**config.mk**
```make
export PLATFORM = sky130hd
export DESIGN_NAME = popcount_sequencer
export DESIGN_NICKNAME = d
export VERILOG_FILES = /design/src/rtl/popcount_sequencer.sv
export SDC_FILE = /design/constraint.sdc
export NUM_CORES = 1
export LEC_CHECK = 0
export BUFFER_PORTS_ARGS = -buffer_cell sky130_fd_sc_hd__buf_2
export CORE_MARGIN = 2
export CORE_UTILIZATION = 55
export CTS_CLUSTER_SIZE = 16
export DETAILED_ROUTE_END_ITERATION = 7
export GPL_TIMING_DRIVEN = 0
export PLACE_DENSITY = 0.78
export SYNTH_ARGS = -nofsm -noshare
export SYNTH_HDL_FRONTEND = slang
export SYNTH_SLANG_ARGS = --single-unit
```
**constraint.sdc**
```tcl
create_clock -name clk -period 6.4 [get_ports clk]
set_input_delay 0.64 -clock clk [delete_from_list [all_inputs] [get_ports clk]]
set_output_delay 0.64 -clock clk [all_outputs]
set_load 0.01 [all_outputs]
```
**src/rtl/popcount_sequencer.sv**
```systemverilog
// Multi-cycle population counter: slices a wide word into CHUNKS pieces and
// time-shares one summator across them, accumulating the partial counts.

module summator #(
  parameter int DATA_W = 10,
  parameter int POS_W  = $clog2(DATA_W + 1)
) (
  input  logic [DATA_W-1:0] data,
  output logic [POS_W-1:0]  sum
);

  always_comb begin
    // NOTE: blocking assignments in combinational logic let the loop chain the running total.
    sum = '0;
    for (int i = 0; i < DATA_W; i++) begin
      sum = sum + POS_W'(data[i]);
    end
  end

endmodule

module popcount_sequencer #(
  parameter int DATA_W = 10,
  parameter int CHUNKS = 4,
  parameter int POS_W  = $clog2(DATA_W + 1)
) (
  input  logic                                    clk,
  input  logic                                    rst,
  input  logic                                    in_valid,
  output logic                                    in_ready,
  input  logic [DATA_W*CHUNKS-1:0]                in_data,
  output logic                                    out_valid,
  input  logic                                    out_ready,
  output logic [$clog2(DATA_W*CHUNKS+1)-1:0]      out_sum,
  output logic                                    busy
);

  localparam int TOTAL_W = DATA_W * CHUNKS;
  localparam int SUM_W   = $clog2(TOTAL_W + 1);
  localparam int IDX_W   = (CHUNKS > 1) ? $clog2(CHUNKS) : 1;
  localparam logic [IDX_W-1:0] LAST_IDX = IDX_W'(CHUNKS - 1);

  typedef enum logic [1:0] {IDLE, RUN, DONE} state_t;

  state_t             state;
  logic [TOTAL_W-1:0] shadow;
  logic [IDX_W-1:0]   idx;
  logic [SUM_W-1:0]   acc;
  logic [DATA_W-1:0]  slice;
  logic [POS_W-1:0]   slice_sum;
  logic [SUM_W-1:0]   next_acc;

  assign slice    = shadow[int'(idx)*DATA_W +: DATA_W];
  assign next_acc = acc + SUM_W'(slice_sum);

  // Gated by rst so the block never advertises readiness while being reset.
  assign in_ready = (state == IDLE) && !rst;

  summator #(
    .DATA_W (DATA_W),
    .POS_W  (POS_W)
  ) u_summator (
    .data (slice),
    .sum  (slice_sum)
  );

  // NOTE: sequential state uses non-blocking assignments so every register samples pre-edge values.
  always_ff @(posedge clk) begin
    if (rst) begin
      state     <= IDLE;
      shadow    <= '0;
      idx       <= '0;
      acc       <= '0;
      out_sum   <= '0;
      out_valid <= 1'b0;
      busy      <= 1'b0;
    end else begin
      case (state)
        IDLE: begin
          if (in_valid) begin
            shadow <= in_data;
            idx    <= '0;
            acc    <= '0;
            busy   <= 1'b1;
            state  <= RUN;
          end
        end
        RUN: begin
          acc <= next_acc;
          if (idx == LAST_IDX) begin
            out_sum   <= next_acc;
            out_valid <= 1'b1;
            state     <= DONE;
          end else begin
            idx <= idx + 1'b1;
          end
        end
        DONE: begin
          if (out_ready) begin
            out_valid <= 1'b0;
            busy      <= 1'b0;
            state     <= IDLE;
          end
        end
        default: begin
          out_valid <= 1'b0;
          busy      <= 1'b0;
          state     <= IDLE;
        end
      endcase
    end
  end

endmodule

```
## Word-level counts from Yosys, hierarchy flattened

Index checks and enable logic that the tools add are counted.
W data, S select, Z words.

| storage, ports and cells | value |
|---|---|
| register bits after elaboration | 58 |
| input bits | 44 |
| word-level logic and storage cells | 54 |

| cells by class | value |
|---|---|
| add/sub/neg operators | 11 |
| $mul | 1 |
| equal/unequal tests | 7 |
| shift-type cells | 1 |
| multiplexer cells | 14 |
| bitwise gates (word level) | 2 |
| reductions and logical operators | 11 |

Operator list:

| cell | count |
|---|---|
| $shiftx A40 B7 Y10 | 1 |
| $add A4 B1 Y4 | 8 |
| $pmux W6 S2 | 1 |
| $reduce_and A3 Y1 | 4 |
| $mux W2 | 5 |
| $ne A2 B2 Y1 const B | 4 |
| $add A6 B4 Y6 | 1 |
| $mux W6 | 1 |
| $pmux W1 S3 | 2 |
| $pmux W2 S3 | 1 |
| $reduce_and A2 Y1 | 3 |
| $mul A2 B3 Y5 const B | 1 |
| $eq A2 B2 Y1 const B | 2 |
| $pmux W2 S2 | 1 |
| $mux W1 | 3 |
| $add A1 B1 Y2 | 1 |
| $add A2 B1 Y2 const B | 1 |
| $eq A2 B1 Y1 const B | 1 |
| $logic_not A2 Y1 | 1 |
| $not A1 Y1 | 2 |
| $reduce_bool A2 Y1 | 1 |
| $logic_and A1 B1 Y1 | 1 |
| $logic_not A1 Y1 | 1 |

## Logic depth before layout (Yosys ltp)

| logic depth | value |
|---|---|
| word-level depth | 13 |
| mapped depth | 16 |
| mapped depth without buffers | 15 |

## Modules after synthesis

Synthesis repeated with hierarchy kept, for this count alone.

| second synthesis, totals | value |
|---|---|
| cells, all modules | 325 |
| area total of the unflattened synthesis | 2787.7 µm² |

By module, submodules not included:

| module | times used | cells an instance | area an instance (µm²) | sequential area each (µm²) |
|---|---|---|---|---|
| popcount_sequencer | 1 | 297 | 2561.2 | 1161.1 |
| summator | 1 | 28 | 226.5 | 0.0 |

## Worst setup path before layout

OpenSTA, ideal clock, no wires.

| timing path | value |
|---|---|
| kind | flip-flop to flip-flop |
| start | register idx[0] |
| end | register acc[5] |
| data arrival time | 5230 ps |
| path slack | 1096 ps |
| cell stages (with the launch flop) | 16 |
| cells stage by stage | dfxtp_1 buf_2 mux4_2 ha_1 fa_1 inv_1 fa_1 fa_1 fa_1 fa_1 xor2_1 ha_1 and3_1 a22o_1 or2_1 a31oi_1 |

| between the ends | value |
|---|---|
| word-level cells in the longest chain between the ends | 13 |

RTL lines:

| element | line | RTL |
|---|---|---|
| from (decl) | 47 | `logic [IDX_W-1:0] idx;` |
| from (signal assigned) | 95 | `idx <= idx + 1'b1;` |
| $mul A2 B3 Y5 (*) | 53 | `assign slice = shadow[int'(idx)*DATA_W +: DATA_W];` |
| $shiftx A40 B7 Y10 (*) | 53 |  |
| $add A1 B1 Y2 | 16 | `sum = sum + POS_W'(data[i]);` |
| $add A4 B1 Y4 (7 in a row) | 16 |  |
| $add A4 B1 Y4 (*) | 16 |  |
| $add A6 B4 Y6 (*) | 54 | `assign next_acc = acc + SUM_W'(slice_sum);` |
| $pmux W6 S2 (*) | 78 | `case (state)` |
| to (signal assigned) | 89 | `acc <= next_acc;` |
| to (decl) | 48 | `logic [SUM_W-1:0] acc;` |

Mark *: on every way between the ends. The rest lies on a longest branch, timed or not.
A chain may end at the register's enable or synchronous reset.

## Worst setup path in the final report

| timing path | value |
|---|---|
| start | register idx[0] |
| end | register acc[4] |

The elaborated chain is that of the path after synthesis.

==> impl_metrics.yaml <==
cells_and_area:
  final_util: 0.7012
  layoutNonFillerInstCount: 452
  final_common_cell: "nand2_1"
  mostFrequentLayoutCells: "nand2_1, buf_2, dfxtp_1"
  area_growth_pct: 21.58
  finalNetCount: 441
  antenna_cells: 0
  layout-drive-gt1-share: 0.2338
power:
  leakagePower_nw: 1.467
  power_density_nw_per_um2: 292.6
  vdd_drop_max_mv: 0.2180
clocking:
  root_buffer: "clkbuf_8"
  cts_hold_buffers: 0
  cts_buffer_depth: 2
  ctsHtreeMaxLevel: 3
  clock_sinks: 58
  cts.clk_slew.worst_paths_ns: 0.07
  post_cts_resized: 0
  cts_tree: "done"
  post_cts_buffers: 0
  insertion_delay_ns: 0.33
  cts_buffers: 9
global_routing:
  antenna_found_initial: 0
  grt_max_degree: 11
  overflow: 0
  use_met2: 0.4045
  grt_util_all_layers: 0.2608
  grt_pass1_vias: 2282
  met1_usage: 0.3597
  met3_usage: 0.04016
  top_usage_layer: "met2"
  grt_pass1_wl_um: 10920
detailed_routing:
  ant_nets: 0
  drt_wl_total_um: 6500
  drtPass1Iterations: 4
  drc: 0
  wire_per_inst_um: 14.38
  viasPerCell: 5.259
  drtIter0Drc: 170
  num_vias: 2377
timing:
  setup_violations: 0
  maxSlewViolCount: 0
  fin_skew_ns: 0.008395
  whs_ns: 0.4564
  max_freq_mhz: 177.5
  final.period_utilization: 0.8803
  worstMarginPinSlew_ns: 0.5546
  slew_headroom: 0.6303
  fin_ws_ns: 0.7661
  finalCriticalPeriod_ns: 5.634
  finalHoldViolCount: 0
  final.setup.tns_ns: 0
  rsz0062_at_grt: "false"
logic_synthesis:
  synthCells: 317
  yosysSeqAreaShare: 0.4207
  ys_ff_latch: 58
  synth_area_um2: 2760
  synth_nets: 378
  yosysWarnings: 0
  avgSynthCellArea_um2: 8.707
  synth_cell_types: 36
placement:
  dp_cells: 436
  io_buffer_count: 52
  dp_slack_ns: 0.7618
  dp.final_hpwl_um: 4716
  gp_congestion: 0.8032
setup_path:
  crit_type: "reg -> reg"
  worstSetupStartpointType: "flop"
  cp_max_fo: 10
  critPathRequiredTime_ns: 6.65
  end_kind: "flop"
  arrival_ns: 5.89
floorplan:
  die_h_um: 74.84
  dieArea_um2: 5601
  initial_core_util: 0.5767
  io_pins: 53
  die_x_um: 74.84
  core_area_um2: 4786
  rows: 25
run_status:
  outcome: "finished clean"
flow_run:
  cap_violations: 0
worst_hold_path:
  holdCritPathClass: "reg -> reg"
## synth_stat cells (all sizes together)
library cell,count,area share
a211oi,1,0.0027
a21o,3,0.0082
a21oi,50,0.091
a221o,1,0.0036
a22o,1,0.0032
a22oi,4,0.011
a31oi,1,0.0023
and2,1,0.0023
and3,1,0.0023
buf,10,0.019
clkbuf,10,0.014
dfxtp,58,0.42
fa,7,0.051
ha,10,0.045
inv,15,0.020
mux4,10,0.082
nand2,91,0.12
nand2b,1,0.0023
nand3,3,0.0054
nand3b,3,0.0082
nand4b,3,0.0095
nor2,13,0.018
nor2b,2,0.0073
nor3,4,0.0073
nor3b,2,0.0073
nor4b,1,0.0054
o21ai,2,0.0036
o21bai,2,0.0054
or2,1,0.0023
or3,1,0.0023
or4,3,0.0082
xor2,2,0.0063
## stage by stage
| stage | instance area [um2] | power (mW) |
|---|---|---|
| 6_report | 3356 | 0.9818 |
| 5_1_grt | 3356 | 1.021 |
| 4_1_cts | 3356 | 0.9807 |
| 3_5_place_dp | 3104 | 0.5630 |
| 3_3_place_gp | 3104 | 0.5549 |
| 2_1_floorplan | 2760 | 0.5139 |
## worst max-delay path, stage by stage (launching register included)
cell and delay (ns):
dfxtp_1 0.43, buf_2 0.33, mux4_2 0.55, ha_1 0.33
fa_1 0.53, inv_1 0.05, fa_1 0.51, fa_1 0.52
fa_1 0.48, fa_1 0.50, inv_1 0.06, fa_1 0.43
a21o_1 0.20, a211oi_1 0.27, o21ai_0 0.14, a21oi_1 0.21
## cells by family after synthesis
family | after synthesis | synth area share
xor+xnor | 2 | 0.006347
compound gates | 65 | 0.1306
buf+inv | 35 | 0.05349
mux | 10 | 0.08160
flops | 58 | 0.4207
fa+ha+maj | 17 | 0.09610
simple gates | 130 | 0.2112
## path summary, 6_finish.rpt
kind,startpoint,to,slack [ns],depth (start not counted)
setup / recovery,idx[0],acc[4],0.77,15
hold / removal,shadow[34],shadow[34],0.46,2
setup reg to reg,idx[0],acc[4],0.77,15
hold reg to reg,shadow[34],shadow[34],0.46,2
## report_power, final
part | switching [mW] | internal, mW | leakage [nW]
sequential | 0.0132 | 0.382 | 0.475
combinational | 0.0907 | 0.0708 | 0.863
clock | 0.147 | 0.279 | 0.129
total | 0.251 | 0.731 | 1.47
## layer usage
metal	vias to the layer above	routed length, um
li1	1198	-
met1	1088	2981
met2	74	3040
met3	17	318
met4	0	161
met5	-	0
## sequential cells by signal, summed over array words and instances, names as in the netlist
register and cells:
out_valid 1, acc 6, idx 2, shadow 40, busy 1, state 2, out_sum 6
## cell type report
class	count	area, um2
fill	398	1430
inverter	15	56.30
sequential	58	1161
multi-input combinational	224	1451
timing repair buffer	52	260.3
clock buffer	11	151.4
buffer	20	91.34
tap	67	83.83
clock inverter	5	100.1
(Power assumes the default switching activity.)
